File: config.mk
export PLATFORM = sky130hd
export DESIGN_NAME = spc700_ram_arbiter
export DESIGN_NICKNAME = d
export VERILOG_FILES = /design/src/rtl/spc700_ram_arbiter.sv
export SDC_FILE = /design/constraint.sdc
export NUM_CORES = 1
export LEC_CHECK = 0
export CELL_PAD_IN_SITES_DETAIL_PLACEMENT = 1
export CELL_PAD_IN_SITES_GLOBAL_PLACEMENT = 1
export CORE_UTILIZATION = 23
export CTS_CLUSTER_DIAMETER = 50
export DETAILED_ROUTE_END_ITERATION = 7
export PLACE_DENSITY_LB_ADDON = 0.25
export SLEW_MARGIN = 20
export SYNTH_ARGS = -nofsm -noshare
export SYNTH_HDL_FRONTEND = slang
export SYNTH_SLANG_ARGS = --single-unit
export TNS_END_PERCENT = 100
File: constraint.sdc
create_clock -name clock -period 2 [get_ports clock]
set_clock_uncertainty 0.15 [all_clocks]
set_input_delay 0.4 -clock clock [delete_from_list [all_inputs] [get_ports clock]]
set_output_delay 0.4 -clock clock [all_outputs]
set_load 0.03 [all_outputs]
File: src/rtl/spc700_ram_arbiter.sv
// ============================================================================
// spc700_ram_arbiter
//
// Purpose
//   Shares the single read/write APU port of the 64 KiB SPC700 audio RAM
//   between two masters:
//     - the DSP voice engine (reads only: sample directory and BRR fetches)
//     - the SPC700 CPU core (reads and writes)
//   At most one RAM access is issued per clock. The DSP has fixed priority.
//   A saturating streak counter tracks how many contested DSP grants have
//   been given in a row. Once it reaches DSP_STREAK_MAX, the CPU is forced
//   one slot. The RAM read data is registered inside the RAM, so read data
//   returns one cycle after the grant.
//
// Handshake (both masters)
//   A master raises in_x_req with its address (and for the CPU, we/data) and
//   holds them stable until out_x_ack is high in the same cycle. out_x_ack is
//   combinational and means "the access is issued to the RAM this cycle". The
//   master may change its address or drop its request only in the cycle after
//   the ack. A read acked in cycle N returns out_x_valid = 1 with out_x_data in
//   cycle N+1. A write acked in cycle N is committed at the end of N and has
//   no response cycle.
//
// Parameters
//   ADDRESS_BITS    width of every address bus (16 for the SPC700 RAM)
//   DSP_STREAK_MAX  contested DSP grants allowed before the CPU gets a slot
//                   (legal range 1..15; the streak counter is 4 bits)
//
// Ports
//   clock            system clock, all state updates on the rising edge
//   reset            synchronous active-high reset
//   in_dsp_req       DSP request
//   in_dsp_address   DSP read address
//   out_dsp_ack      DSP granted this cycle (combinational)
//   out_dsp_valid    DSP read data present this cycle
//   out_dsp_data     DSP read data (holds the last returned value)
//   in_cpu_req       CPU request
//   in_cpu_we        CPU access type, 1 = write, 0 = read
//   in_cpu_address   CPU address
//   in_cpu_data      CPU write data
//   out_cpu_ack      CPU granted this cycle (combinational)
//   out_cpu_valid    CPU read data present this cycle (never for writes)
//   out_cpu_data     CPU read data (holds the last returned value)
//   out_ram_address  RAM APU port address
//   out_ram_data     RAM APU port write data (0 unless a write is issued)
//   out_ram_we       RAM APU port write enable
//   in_ram_data      RAM APU port read data, valid one cycle after address
// ============================================================================
module spc700_ram_arbiter #(
    parameter int ADDRESS_BITS   = 16,
    parameter int DSP_STREAK_MAX = 4
) (
    input  logic                    clock,
    input  logic                    reset,

    input  logic                    in_dsp_req,
    input  logic [ADDRESS_BITS-1:0] in_dsp_address,
    output logic                    out_dsp_ack,
    output logic                    out_dsp_valid,
    output logic [7:0]              out_dsp_data,

    input  logic                    in_cpu_req,
    input  logic                    in_cpu_we,
    input  logic [ADDRESS_BITS-1:0] in_cpu_address,
    input  logic [7:0]              in_cpu_data,
    output logic                    out_cpu_ack,
    output logic                    out_cpu_valid,
    output logic [7:0]              out_cpu_data,

    output logic [ADDRESS_BITS-1:0] out_ram_address,
    output logic [7:0]              out_ram_data,
    output logic                    out_ram_we,
    input  logic [7:0]              in_ram_data
);

    // Threshold in the counter's own width so the compare is width-matched.
    localparam logic [3:0] STREAK_MAX = 4'(DSP_STREAK_MAX);

    // ------------------------------------------------------------------------
    // State
    // ------------------------------------------------------------------------
    logic [3:0] r_streak;      // consecutive contested DSP grants
    logic       r_dsp_rd;      // pending-return: DSP read granted last cycle
    logic       r_cpu_rd;      // pending-return: CPU read granted last cycle
    logic [7:0] r_dsp_hold;    // last data returned to the DSP
    logic [7:0] r_cpu_hold;    // last data returned to the CPU

    // ------------------------------------------------------------------------
    // Grant decision
    // ------------------------------------------------------------------------
    logic w_cpu_turn;          // streak has reached the limit
    logic w_dsp_grant;
    logic w_cpu_grant;
    logic w_dsp_valid;
    logic w_cpu_valid;

    // The CPU only loses a cycle when the DSP is also asking and the streak
    // has not yet reached the limit. Reset suppresses every grant so that no
    // RAM access is issued in the reset cycle itself.
    assign w_cpu_turn  = (r_streak >= STREAK_MAX);
    assign w_dsp_grant = !reset && in_dsp_req && !(in_cpu_req && w_cpu_turn);
    assign w_cpu_grant = !reset && in_cpu_req && !(in_dsp_req && !w_cpu_turn);

    assign out_dsp_ack = w_dsp_grant;
    assign out_cpu_ack = w_cpu_grant;

    // ------------------------------------------------------------------------
    // RAM port drive
    // ------------------------------------------------------------------------
    always_comb begin
        out_ram_address = '0;
        out_ram_data    = 8'h00;
        out_ram_we      = 1'b0;
        if (w_dsp_grant) begin
            out_ram_address = in_dsp_address;
        end else if (w_cpu_grant) begin
            out_ram_address = in_cpu_address;
            out_ram_we      = in_cpu_we;
            // Write data is only presented while a write is actually issued.
            if (in_cpu_we) begin
                out_ram_data = in_cpu_data;
            end
        end
    end

    // ------------------------------------------------------------------------
    // Streak counter
    // ------------------------------------------------------------------------
    // Counts only contested DSP grants: any cycle without a CPU request, or
    // any CPU grant, starts the count over. Saturates at the limit so the CPU
    // keeps its claim on the next slot until it is actually served.
    always_ff @(posedge clock) begin
        if (reset) begin
            r_streak <= 4'd0;
        end else if (!in_cpu_req || w_cpu_grant) begin
            r_streak <= 4'd0;
        end else if (w_dsp_grant && (r_streak < STREAK_MAX)) begin
            r_streak <= r_streak + 4'd1;
        end
    end

    // ------------------------------------------------------------------------
    // Pending-return register
    // ------------------------------------------------------------------------
    // Set on the edge after a read grant. CPU writes never produce a return.
    always_ff @(posedge clock) begin
        if (reset) begin
            r_dsp_rd <= 1'b0;
            r_cpu_rd <= 1'b0;
        end else begin
            r_dsp_rd <= w_dsp_grant;
            r_cpu_rd <= w_cpu_grant && !in_cpu_we;
        end
    end

    // A read granted in the cycle just before reset has its pending bit set
    // during the reset cycle; masking with reset drops that return so the
    // master never sees a valid from an access issued before the reset.
    assign w_dsp_valid = r_dsp_rd && !reset;
    assign w_cpu_valid = r_cpu_rd && !reset;

    assign out_dsp_valid = w_dsp_valid;
    assign out_cpu_valid = w_cpu_valid;

    // ------------------------------------------------------------------------
    // Data return and hold
    // ------------------------------------------------------------------------
    // In a valid cycle the RAM data passes straight through; the hold
    // register captures it so the output stays stable until the next return.
    always_ff @(posedge clock) begin
        if (reset) begin
            r_dsp_hold <= 8'h00;
            r_cpu_hold <= 8'h00;
        end else begin
            if (w_dsp_valid) begin
                r_dsp_hold <= in_ram_data;
            end
            if (w_cpu_valid) begin
                r_cpu_hold <= in_ram_data;
            end
        end
    end

    assign out_dsp_data = w_dsp_valid ? in_ram_data : r_dsp_hold;
    assign out_cpu_data = w_cpu_valid ? in_ram_data : r_cpu_hold;

endmodule

==> results by group, run 1 <==
Run status
  – Status: complete, but fails checks
  – Failing checks: negative setup slack

Final layout
  – # diodes: 0
  – Final Instance Area: 2670 sq um
  – Synthesis-to-finish area growth: 107%
  – # nets final: approximately 300
  – Fillers: 565
  – Layout cells sized above 1: between 40 and 50%
  – Fin cells: roughly 310

Route
  – Drt wl/cell: about 16 um
  – Via count: ~1400
  – DR iter-0 viols: 29
  – Antenna viol nets, final: 0
  – Drc violations: 0
  – Metal-1 WL: just under 2000 um
  – Top sig layer: met4
  – Met3 WL post-DR: between 200 and 250 um
  – 1st-pass router iterations: 4
  – WL met2: 2600 um
  – Final wirelength: roughly 4800 um
  – Via density: roughly 4.4

Clock tree
  – # hold bufs at CTS: 0
  – CTS Buf Count: 3
  – Clock Pin Slew Worst Setup and Hold Paths: 0.08 ns
  – Clock Path Buffers: 2
  – Clock latency on the worst-skew pair: about 0.26 ns
  – CTS tree: yes
  – CTS HTree Levels: 1
  – Clk Tree Root Cell: clkbuf_8
  – CTS sink count: 22

Critical path
  – Critical path's slowest cell: dfxtp_2
  – Critical Path, Cell by Cell: nor3b_4 > nor2b_4 > buf_6 > buf_16 > a22o_1 > buf_6
  – Crit path kind: register to output pin
  – Crit-path max cell delay: around 0.34 ns
  – Arrival time worst endpoint: 1.55 ns
  – Worst EP required: 1.45 ns
  – Most used cell along the critical path: buf_6
  – Setup crit end kind: output pin
  – Crit path max fanout: 7
  – CP Launch Type: register

Timing
  – Slew Viols, Final: 0
  – Crit path time final: 2.10 ns
  – Ratio of final minimum period to clock period: 105%
  – RSZ-0062 raised after global routing: true
  – Final Hold Fails: 0
  – Final worst slack: -0.0977 ns
  – Number of setup violations in the final report: 17
  – Fmax achieved: 0.477 GHz
  – Setup tns final: -1.02 ns

Yosys
  – Share of the synthesized area in the top cell type: 34.2%
  – Post-synthesis sequential area ratio: between 30% and 40%
  – Synth warn: 0
  – Mapped Nets: between 150 and 200
  – Synth area leader: dfxtp_1
  – Area contributors post-synth: dfxtp_1 34%, mux2i_1 12%, a22o_1 11%
  – Post-Synthesis Cells: around 120
  – #FFs+latches synth: 22
  – Most common cell in the netlist: dfxtp_1
  – Syn avg cell area: 10.6 sq um
  – Post-synth top cells: 22 x dfxtp_1, 17 x nor2_1, 16 x a22o_1, 16 x mux2i_1, 10 x and3_1
  – Number of synthesized flops with an enable pin: 0
  – Netlist cell types: 23
  – Synth Flop Type: dfxtp_1
  – Cell Area, Synth: 1290 sq um
  – Asr flop ratio synth: 0%

Run
  – Max-cap violation count: 0

Pwr
  – LEAKAGE: 1.23 nW
  – VDD IR max: 0.400 mV
  – Pwr dens: 505 nW/um^2

GRT
  – Vias in the first global route: approximately 1500
  – Largest net degree at the start of global routing: 18
  – GRT overflow: 0
  – First-pass GRT wire length: roughly 7600 um
  – Tot GR Track Use: between 10% and 20%
  – Antenna violations before repair: 0

Floorplanning
  – Die area: 5900 sq um
  – I/O pin count: 98
  – Core area: 5240 sq um
  – Die Wd: 76.8 um
  – Die Y: approximately 77 um
  – Initial Utilization: roughly 25%
  – Row count: 26

Worst hold path
  – Hold Crit Class: register to register

Place
  – Dpl cells: about 300
  – Placement Cell Area: between 2000 and 2500 sq um
  – Detailed Place HPWL: ~3400 um
  – Port-buffer cells: just under 100
  – Routability Congestion: a little under 0.7
[per-layer routing]
| layer | GRT usage, % | up-vias |
|---|---|---|
| met5 | 0 | - |
| met4 | 2.69 | 0 |
| met3 | 4.76 | 7 |
| met2 | 31.1 | 45 |
| met1 | 17.4 | 651 |
| li1 | - | 679 |
[per-stage QoR]
step                setup WS [ns]  hold WS [ns]  total power [W]  utilization, %
finish                    -0.0977         0.271          0.00135            51.0
global route               -0.153         0.289          0.00141            51.0
CTS                       -0.0860         0.275          0.00136            51.4
detailed placement         -0.725         0.264         0.000897            44.5
global placement           -0.668         0.263         0.000891            44.5
floorplan                   0.125         0.246         0.000676               -
[repair_timing]
action                                  CTS  global route
cloned                                    3             1
resized for setup                       126             9
endpoints found under the setup margin   44            39
buffers inserted                          8             2
pin swaps                                 9             1
[logic make-up after synthesis]
family                   after synthesis  share of synthesized area [%]
AND/OR/NAND/NOR                       37                           16.1
multiplexers                          32                           28.8
flip-flops                            22                           34.2
AO/OA/AOI/OAI                         17                           11.3
buffers and inverters                 12                           8.36
adder cells (fa/ha/maj)                1                          0.972
other                                  1                          0.291
[registers in the layout, summed over array words and instances, names as in the netlist]
name / cells
r_cpu_hold: 8
r_cpu_rd: 1
r_dsp_hold: 8
r_dsp_rd: 1
r_streak: 4
[cell type report]
class	instances	area [sq um]	share of cell area (%)
timing repair buffer	125	1240	46.6
tap	70	87.6	3.28
multi-input combinational	89	817	30.6
clock inverter	1	30.0	1.12
clock buffer	3	41.3	1.55
sequential	22	445	16.7
inverter	1	3.75	0.141
[cell usage in the layout (no fill, tap or decap)]
cell	count
buf_6	32
dlymetal6s2s_1	2
clkbuf_2	1
nand2b_2	1
nor2b_1	1
dfxtp_1	18
buf_4	24
mux2_1	8
nand2_1	1
mux2i_1	16
and3_1	2
nor2_1	17
nor2b_4	3
buf_12	1
dfxtp_2	4
clkdlybuf4s50_1	47
nor3b_4	1
a22o_1	16
and3b_1	2
bufinv_16	1
inv_1	1
o21ai_1	1
clkdlybuf4s15_2	7
clkbuf_8	3
conb_1	1
nand2b_4	1
buf_2	8
and3_4	8
mux2_4	8
buf_16	2
ha_1	1
and2_4	1
clkdlybuf4s15_1	1
[worst paths after layout]
check	from	endpoint	slack, ns	cells after the start
hold reg to reg	r_streak[0]$_SDFFE_PP0P_	r_streak[0]$_SDFFE_PP0P_	0.27	1
hold / removal	r_streak[0]$_SDFFE_PP0P_	r_streak[0]$_SDFFE_PP0P_	0.27	1
setup / recovery	r_streak[3]$_SDFFE_PP0P_	out_ram_address[2]	-0.1	6
setup reg to reg	r_streak[3]$_SDFFE_PP0P_	r_cpu_rd$_SDFF_PP0_	0.55	6
[power breakdown]
group | total [W] | internal (W) | switching, W
Clock | 0.000411 | 0.000267 | 0.000143
Sequential | 0.000464 | 0.000454 | 0.00000995
Combinational | 0.000474 | 0.000263 | 0.000211
[critical path: cells and delay by family (launching register included)]
kind / cells / cell delay [ns]
DFF: 1 / 0.34
AOI/OAI and AO/OA: 1 / 0.19
and+or+nand+nor: 2 / 0.34
buffers and inverters: 3 / 0.41
(Power assumes the default switching activity.)
==> run 2: changes to the inputs <==
--- a/config.mk
+++ b/config.mk
@@ -7,7 +7,7 @@
 export LEC_CHECK = 0
 export CELL_PAD_IN_SITES_DETAIL_PLACEMENT = 1
 export CELL_PAD_IN_SITES_GLOBAL_PLACEMENT = 1
-export CORE_UTILIZATION = 23
+export CORE_UTILIZATION = 21
 export CTS_CLUSTER_DIAMETER = 50
 export DETAILED_ROUTE_END_ITERATION = 7
 export PLACE_DENSITY_LB_ADDON = 0.25
==> constraint.sdc (replaced) <==
create_clock -name clock -period 1.7 [get_ports clock]
set_clock_uncertainty 0.15 [all_clocks]
set_input_delay 0.34 -clock clock [delete_from_list [all_inputs] [get_ports clock]]
set_output_delay 0.34 -clock clock [all_outputs]
set_load 0.03 [all_outputs]
==> run 2 against run 1 <==
The flow still finishes with violations (negative setup slack); power rose by 20%; critical path type unchanged; register-to-register slack got worse by 0.12 ns; critical path depth fell by 1; die area rose by 9.3%; sequential cell count did not move.
==> results by group, run 2 (synthesis gave the netlist of run 1 again) <==
Final layout
  – Register Area: 448 sq um (+0.56%)
  – Area of the multi-input gates: 856 sq um (+4.7%)
  – Final Instance Area: 2820 sq um (+5.5%)
  – Fin cells: 320 (+2.9%)
  – Fillers: 661 (+17%)
  – # diodes: 0 (unchanged)
  – Synthesis-to-finish area growth: 119%
  – # nets final: 300 (+1.4%)
  – Most common cell after layout, fill and taps aside: buf_6
  – Largest regs: r_cpu_hold: 8 flops, r_dsp_hold: 8 flops, r_streak: 4 flops
  – Layout cells sized above 1: 51.4% (+7.4 points)
  – Layout Utilization: 47.6% (-3.4 points)
  – Commonest non-fill, non-tap cells in the layout: 52 x buf_6, 47 x clkdlybuf4s50_1, 20 x buf_4

Run
  – Max-cap violation count: 0 (unchanged)

Pwr
  – LEAKAGE: 1.27 nW (+3.3%)
  – Switch Pwr: 0.000430 W (+18%)
  – Sequential share of power: 33.6% (-0.8 points)
  – Pwr dens: 574 nW/um^2 (+14%)
  – P_int: 0.00119 W (+21%)
  – Switching power share of the total: 26.6% (-0.43 points)
  – Comb pwr share: 36.7% (+1.5 points)
  – Clock group share of total power: 29.7% (-0.7 points)
  – VDD IR max: 0.477 mV (+19%)

Floorplanning
  – Initial Utilization: 21.7% (-2.8 points)
  – I/O pin count: 98 (unchanged)
  – Row count: 28 (+7.7%)
  – Die Y: 80.3 um (+4.5%)
  – Die Wd: 80.3 um (+4.5%)
  – Core area: 5920 sq um (+13%)
  – Die area: 6450 sq um (+9.3%)

Clock tree
  – CTS HTree Levels: 1 (unchanged)
  – Clock Pin Slew Worst Setup and Hold Paths: 0.07 ns (about the same)
  – Clk Tree Root Cell: clkbuf_8
  – CTS sink count: 22 (unchanged)
  – Clock latency on the worst-skew pair: 0.26 ns (about the same)
  – CTS Buf Count: 3 (unchanged)
  – CTS tree: yes
  – Clock Path Buffers: 2 (unchanged)

Timing
  – Crit path time final: ~2 ns
  – Final Hold Fails: 0 (unchanged)
  – Number of setup violations in the final report: 42 (+25)
  – Final worst slack: -0.306 ns (-0.208 ns)
  – Ratio of final minimum period to clock period: 118%
  – Slew Viols, Final: 0 (unchanged)
  – Fmax achieved: 0.499 GHz
  – RSZ-0062 raised after global routing: true

Critical path
  – CP Launch Type: register
  – Crit path max fanout: 5 (-2)
  – Crit path kind: register to output pin
  – Worst EP required: 1.21 ns (-0.24 ns)
  – Arrival time worst endpoint: 1.52 ns (-0.03 ns)
  – Setup crit end kind: output pin

GRT
  – Antenna violations before repair: 0 (unchanged)
  – GRT overflow: 0 (unchanged)
  – Tot GR Track Use: 15.1% (-1.1 points)
  – Largest net degree at the start of global routing: 28 (+10)
  – First-pass GRT wire length: 7380 um (-2.7%)
  – Vias in the first global route: 1474 (-3.7%)

Worst hold path
  – Hold Crit Class: register to register

Route
  – Antenna viol nets, final: 0 (unchanged)
  – Drc violations: 0 (unchanged)
  – Via count: 1408 (+1.9%)
  – DR iter-0 viols: 29 (unchanged)
  – Via density: 4.40 (-0.98%)
  – Drt wl/cell: 14.5 um (-7.1%)
  – Final wirelength: 4620 um (-4.4%)
  – 1st-pass router iterations: 4 (unchanged)

Place
  – Placement Cell Area: 2360 sq um (+1.5%)
  – Detailed Place HPWL: 3330 um (-1.2%)
  – Dpl cells: 304 (+2.7%)
  – Routability Congestion: 0.750 (+7.9%)
  – Port-buffer cells: 97 (unchanged)

Run status
  – Failing checks: negative setup slack
  – Status: complete, but fails checks
==> run 2: worst max-delay path, stage by stage (launching register included) <==
cell	delay (ns)
dfxtp_2	0.36
o21ai_2	0.07
and3b_2	0.28
buf_12	0.15
a22o_2	0.26
buf_6	0.14
==> run 2: per-layer routing <==
metal | track usage [%] | vias up | routed length (um)
met1 | 16.3 | 654 | 1790
met3 | 4.89 | 6 | 374
met5 | 0 | - | 0
met2 | 28.4 | 64 | 2410
met4 | 3.21 | 0 | 47
li1 | - | 684 | -
==> run 2: cell type report <==
cell class              count  area share (%)
flip-flops and latches     22            15.9
inverters                   1           0.133
clock inverters             1            1.07
multi-input cells          89            30.4
clock buffers               3            1.47
repair buffers            129            47.7
well taps                  75            3.33
==> run 2: metrics by stage <==
step	setup WS, ns	hold WS [ns]	setup TNS [ns]	total power, W
after floorplan	-0.0255	0.246	-0.153	0.000805
after global placement	-0.857	0.259	-28.80	0.00106
after detailed placement	-0.885	0.270	-29.80	0.00107
after CTS	-0.377	0.281	-10.09	0.00164
after global routing	-0.379	0.312	-11.94	0.00171
final	-0.306	0.272	-8.89	0.00162
==> run 2: repair_timing <==
action / 4_1_cts / 5_1_grt
setup endpoints to repair: 45 / 44
resized for setup: 152 / 10
setup buffers: 8 / 3
hold buffers: 0 / 0
cloned: 3 / 0
pin swaps: 8 / 5
==> run 2: power groups by stage <==
stage | Clock (W) | Combinational [W] | Sequential (W)
2_1_floorplan | 0 | 0.000253 | 0.000551
3_3_place_gp | 0 | 0.000505 | 0.000555
3_5_place_dp | 0 | 0.000511 | 0.000555
4_1_cts | 0.000499 | 0.000598 | 0.000544
5_1_grt | 0.000530 | 0.000629 | 0.000546
6_report | 0.000480 | 0.000594 | 0.000544
==> run 2: final timing paths <==
check	from	end	slack, ns	cells past startpoint
worst max-delay path	r_streak[2]$_SDFFE_PP0P_	out_ram_address[11]	-0.31	5
worst min-delay path	r_streak[0]$_SDFFE_PP0P_	r_streak[0]$_SDFFE_PP0P_	0.27	1
worst max register to register	r_streak[3]$_SDFFE_PP0P_	r_cpu_rd$_SDFF_PP0_	0.43	5
worst min register to register	r_streak[0]$_SDFFE_PP0P_	r_streak[0]$_SDFFE_PP0P_	0.27	1
==> run 3: changes to the inputs <==
--- a/config.mk
+++ b/config.mk
@@ -7,9 +7,12 @@
 export LEC_CHECK = 0
 export CELL_PAD_IN_SITES_DETAIL_PLACEMENT = 1
 export CELL_PAD_IN_SITES_GLOBAL_PLACEMENT = 1
-export CORE_UTILIZATION = 21
+export CORE_UTILIZATION = 39
 export CTS_CLUSTER_DIAMETER = 50
+export CTS_CLUSTER_SIZE = 20
 export DETAILED_ROUTE_END_ITERATION = 7
+export DONT_BUFFER_PORTS = 1
+export MAX_ROUTING_LAYER = met4
 export PLACE_DENSITY_LB_ADDON = 0.25
 export SLEW_MARGIN = 20
 export SYNTH_ARGS = -nofsm -noshare
==> run 3 against run 2 <==
The run still ends with negative setup slack left; power down 27%; global-route usage up 7.2 points; sequential power about the same; sequential share of layout area up 9.8 points; sequential cell count unchanged; cell area down 38%; critical path depth unchanged; clock power down 39%; largest power group is now registers.
==> results by group, run 3 (synthesis gave the netlist of run 1 again) <==
Run status
  – Status: complete, but fails checks
  – Failing checks: negative setup slack

Worst hold path
  – Hold Crit Class: input port to register
  – Hold_sp: in_ram_data[0]

Timing
  – Ratio of final minimum period to clock period: 120% (+1.8 points)
  – Fin Hold WS: 0.0244 ns (-0.248 ns)
  – Crit path time final: 2.04 ns (+0.0311 ns)
  – RSZ-0062 raised after global routing: true
  – Setup tns final: -7.84 ns (+1.06 ns)
  – Fmax achieved: 0.491 GHz (-1.5%)
  – Final worst slack: -0.337 ns (-0.0310 ns)
  – Number of setup violations in the final report: 35 (-17%)
  – Slew Viols, Final: 0 (unchanged)
  – Final Hold Fails: 0 (unchanged)
  – Max_slew headroom: between 50% and 60%
  – Worst Max-Slew Pin Slew: roughly 0.60 ns

GRT
  – First-pass GRT wire length: 5570 um (-25%)
  – Largest net degree at the start of global routing: 28 (unchanged)
  – Antenna violations before repair: 0 (unchanged)
  – Vias in the first global route: 1107 (-25%)
  – Tot GR Track Use: 22.3% (+7.2 points)
  – GRT overflow: 0 (unchanged)

Clock tree
  – Clock Path Buffers: 2 (unchanged)
  – Clk Tree Root Cell: clkbuf_4
  – Clock Pin Slew Worst Setup and Hold Paths: 0.12 ns (+0.05 ns)
  – CTS tree: yes
  – CTS HTree Levels: 1 (unchanged)
  – CTS sink count: 22 (unchanged)
  – CTS Buf Count: 3 (unchanged)
  – Clock latency on the worst-skew pair: 0.31 ns (+0.05 ns)

Critical path
  – CP Launch Type: register
  – Arrival time worst endpoint: 1.55 ns (+0.03 ns)
  – Setup crit end kind: output pin
  – Crit path max fanout: 17 (+12)
  – Crit path kind: register to output pin
  – Critical Path Start: r_streak[3]$_SDFFE_PP0P_
  – RR Startpoint: r_streak[2]$_SDFFE_PP0P_
  – Worst EP required: 1.21 ns (about the same)

Final layout
  – Synthesis-to-finish area growth: 35.2%
  – Layout cells sized above 1: 52.7% (+1.3 points)
  – Layout Utilization: 56.1% (+8.5 points)
  – # diodes: 0 (unchanged)
  – # nets final: 203 (-32%)
  – Largest regs: r_cpu_hold: 8 flops, r_dsp_hold: 8 flops, r_streak: 4 flops
  – Commonest non-fill, non-tap cells in the layout: 19 x buf_6, 18 x dfxtp_1, 17 x nor2_1
  – Most common cell after layout, fill and taps aside: buf_6

Route
  – Via density: 5.51 (+25%)
  – DR iter-0 viols: 58 (+100%)
  – Drc violations: 0 (unchanged)
  – Drt wl/cell: 19.5 um (+35%)
  – 1st-pass router iterations: 4 (unchanged)
  – Final wirelength: 3740 um (-19%)
  – Via count: 1057 (-25%)
  – Antenna viol nets, final: 0 (unchanged)

Pwr
  – VDD IR max: 0.655 mV (+37%)
  – Pwr Total: 0.00118 W (-27%)
  – LEAKAGE: 0.775 nW (-39%)
  – Pwr dens: 680 nW/um^2 (+18%)

Place
  – Routability Congestion: 0.761 (+1.5%)
  – Port-buffer cells: 0 (-100%)
  – Detailed Place HPWL: 2510 um (-25%)

Floorplanning
  – Die Wd: 59.5 um (-26%)
  – Row count: 20 (-29%)
  – I/O pin count: 98 (unchanged)
  – Core area: 3100 sq um (-48%)
  – Die Y: 59.5 um (-26%)
  – Die area: 3530 sq um (-45%)
  – Initial Utilization: 41.5% (+20 points)

Run
  – Max-cap violation count: 0 (unchanged)
-- run 3: cell count changes in the layout (fill, tap and decap cells not counted) --
cell             change
clkdlybuf4s50_1     -47
buf_6               -33
buf_4               -11
clkbuf_4             +3
dlygate4sd2_1        -3
buf_8                -2
clkbuf_8             -2
dlygate4sd3_1        +2
buf_16               -1
buf_2                -1
bufinv_16            -1
clkdlybuf4s15_1      -1
-- run 3: metrics by stage --
stage	setup slack, ns	instances	area (sq um)
3_3_place_gp	0.0348	181	1480
4_1_cts	-0.258	192	1730
5_1_grt	-0.400	192	1740
3_5_place_dp	-0.00964	181	1480
6_report	-0.337	192	1740
2_1_floorplan	-0.0255	122	1310
-- run 3: report_power, final --
part	internal, W	total [W]	switching [W]	leakage (nW)
combinational	0.000151	0.000347	0.000195	0.573
sequential	0.000533	0.000546	0.0000128	0.181
clock	0.000131	0.000291	0.000160	0.0210
total	0.000815	0.00118	0.000368	0.775
-- run 3: path summary, 6_finish.rpt --
path	slack, ns	end	depth (start not counted)
setup / recovery	-0.34	out_ram_address[2]	5
hold / removal	0.02	r_dsp_hold[0]$_SDFF_PP0_	2
setup reg to reg	0.22	r_streak[0]$_SDFFE_PP0P_	8
hold reg to reg	0.30	r_streak[0]$_SDFFE_PP0P_	1
-- run 3: metal layers --
layer  global-route usage (%)  share of wire (%)  routed length [um]  up-vias
li1                         -                  -                   -      490
met1                     24.6                 38                1420      524
met2                     39.2                 55                2080       41
met3                     7.21                5.9                 220        2
met4                     4.08               0.59                  22        0
met5                        -                  0                   0        -
-- run 3: cell type report --
class	count	area [sq um]
Tap cell	44	55.1
Fill cell	357	1360
Sequential cell	22	448
Timing Repair Buffer	32	342
Multi-Input combinational cell	89	856
Inverter	1	3.75
Clock buffer	4	36.3
-- run 3: what timing repair did --
item / 4_1_cts / 5_1_grt
setup endpoints to repair: 43 / 43
gates cloned: 1 / 0
resized for setup: 44 / 1
buffers inserted: 5 / 0
hold endpoints to repair: 17 / 0
hold buffers: 2 / 0
pin swaps: 13 / 0
-- run 3: worst max-delay path, cell delays in order (launching register included) --
cell and delay [ns]:
dfxtp_2 0.36, o21ai_2 0.17, and3b_2 0.25, buf_12 0.15, a22o_1 0.17, buf_6 0.14
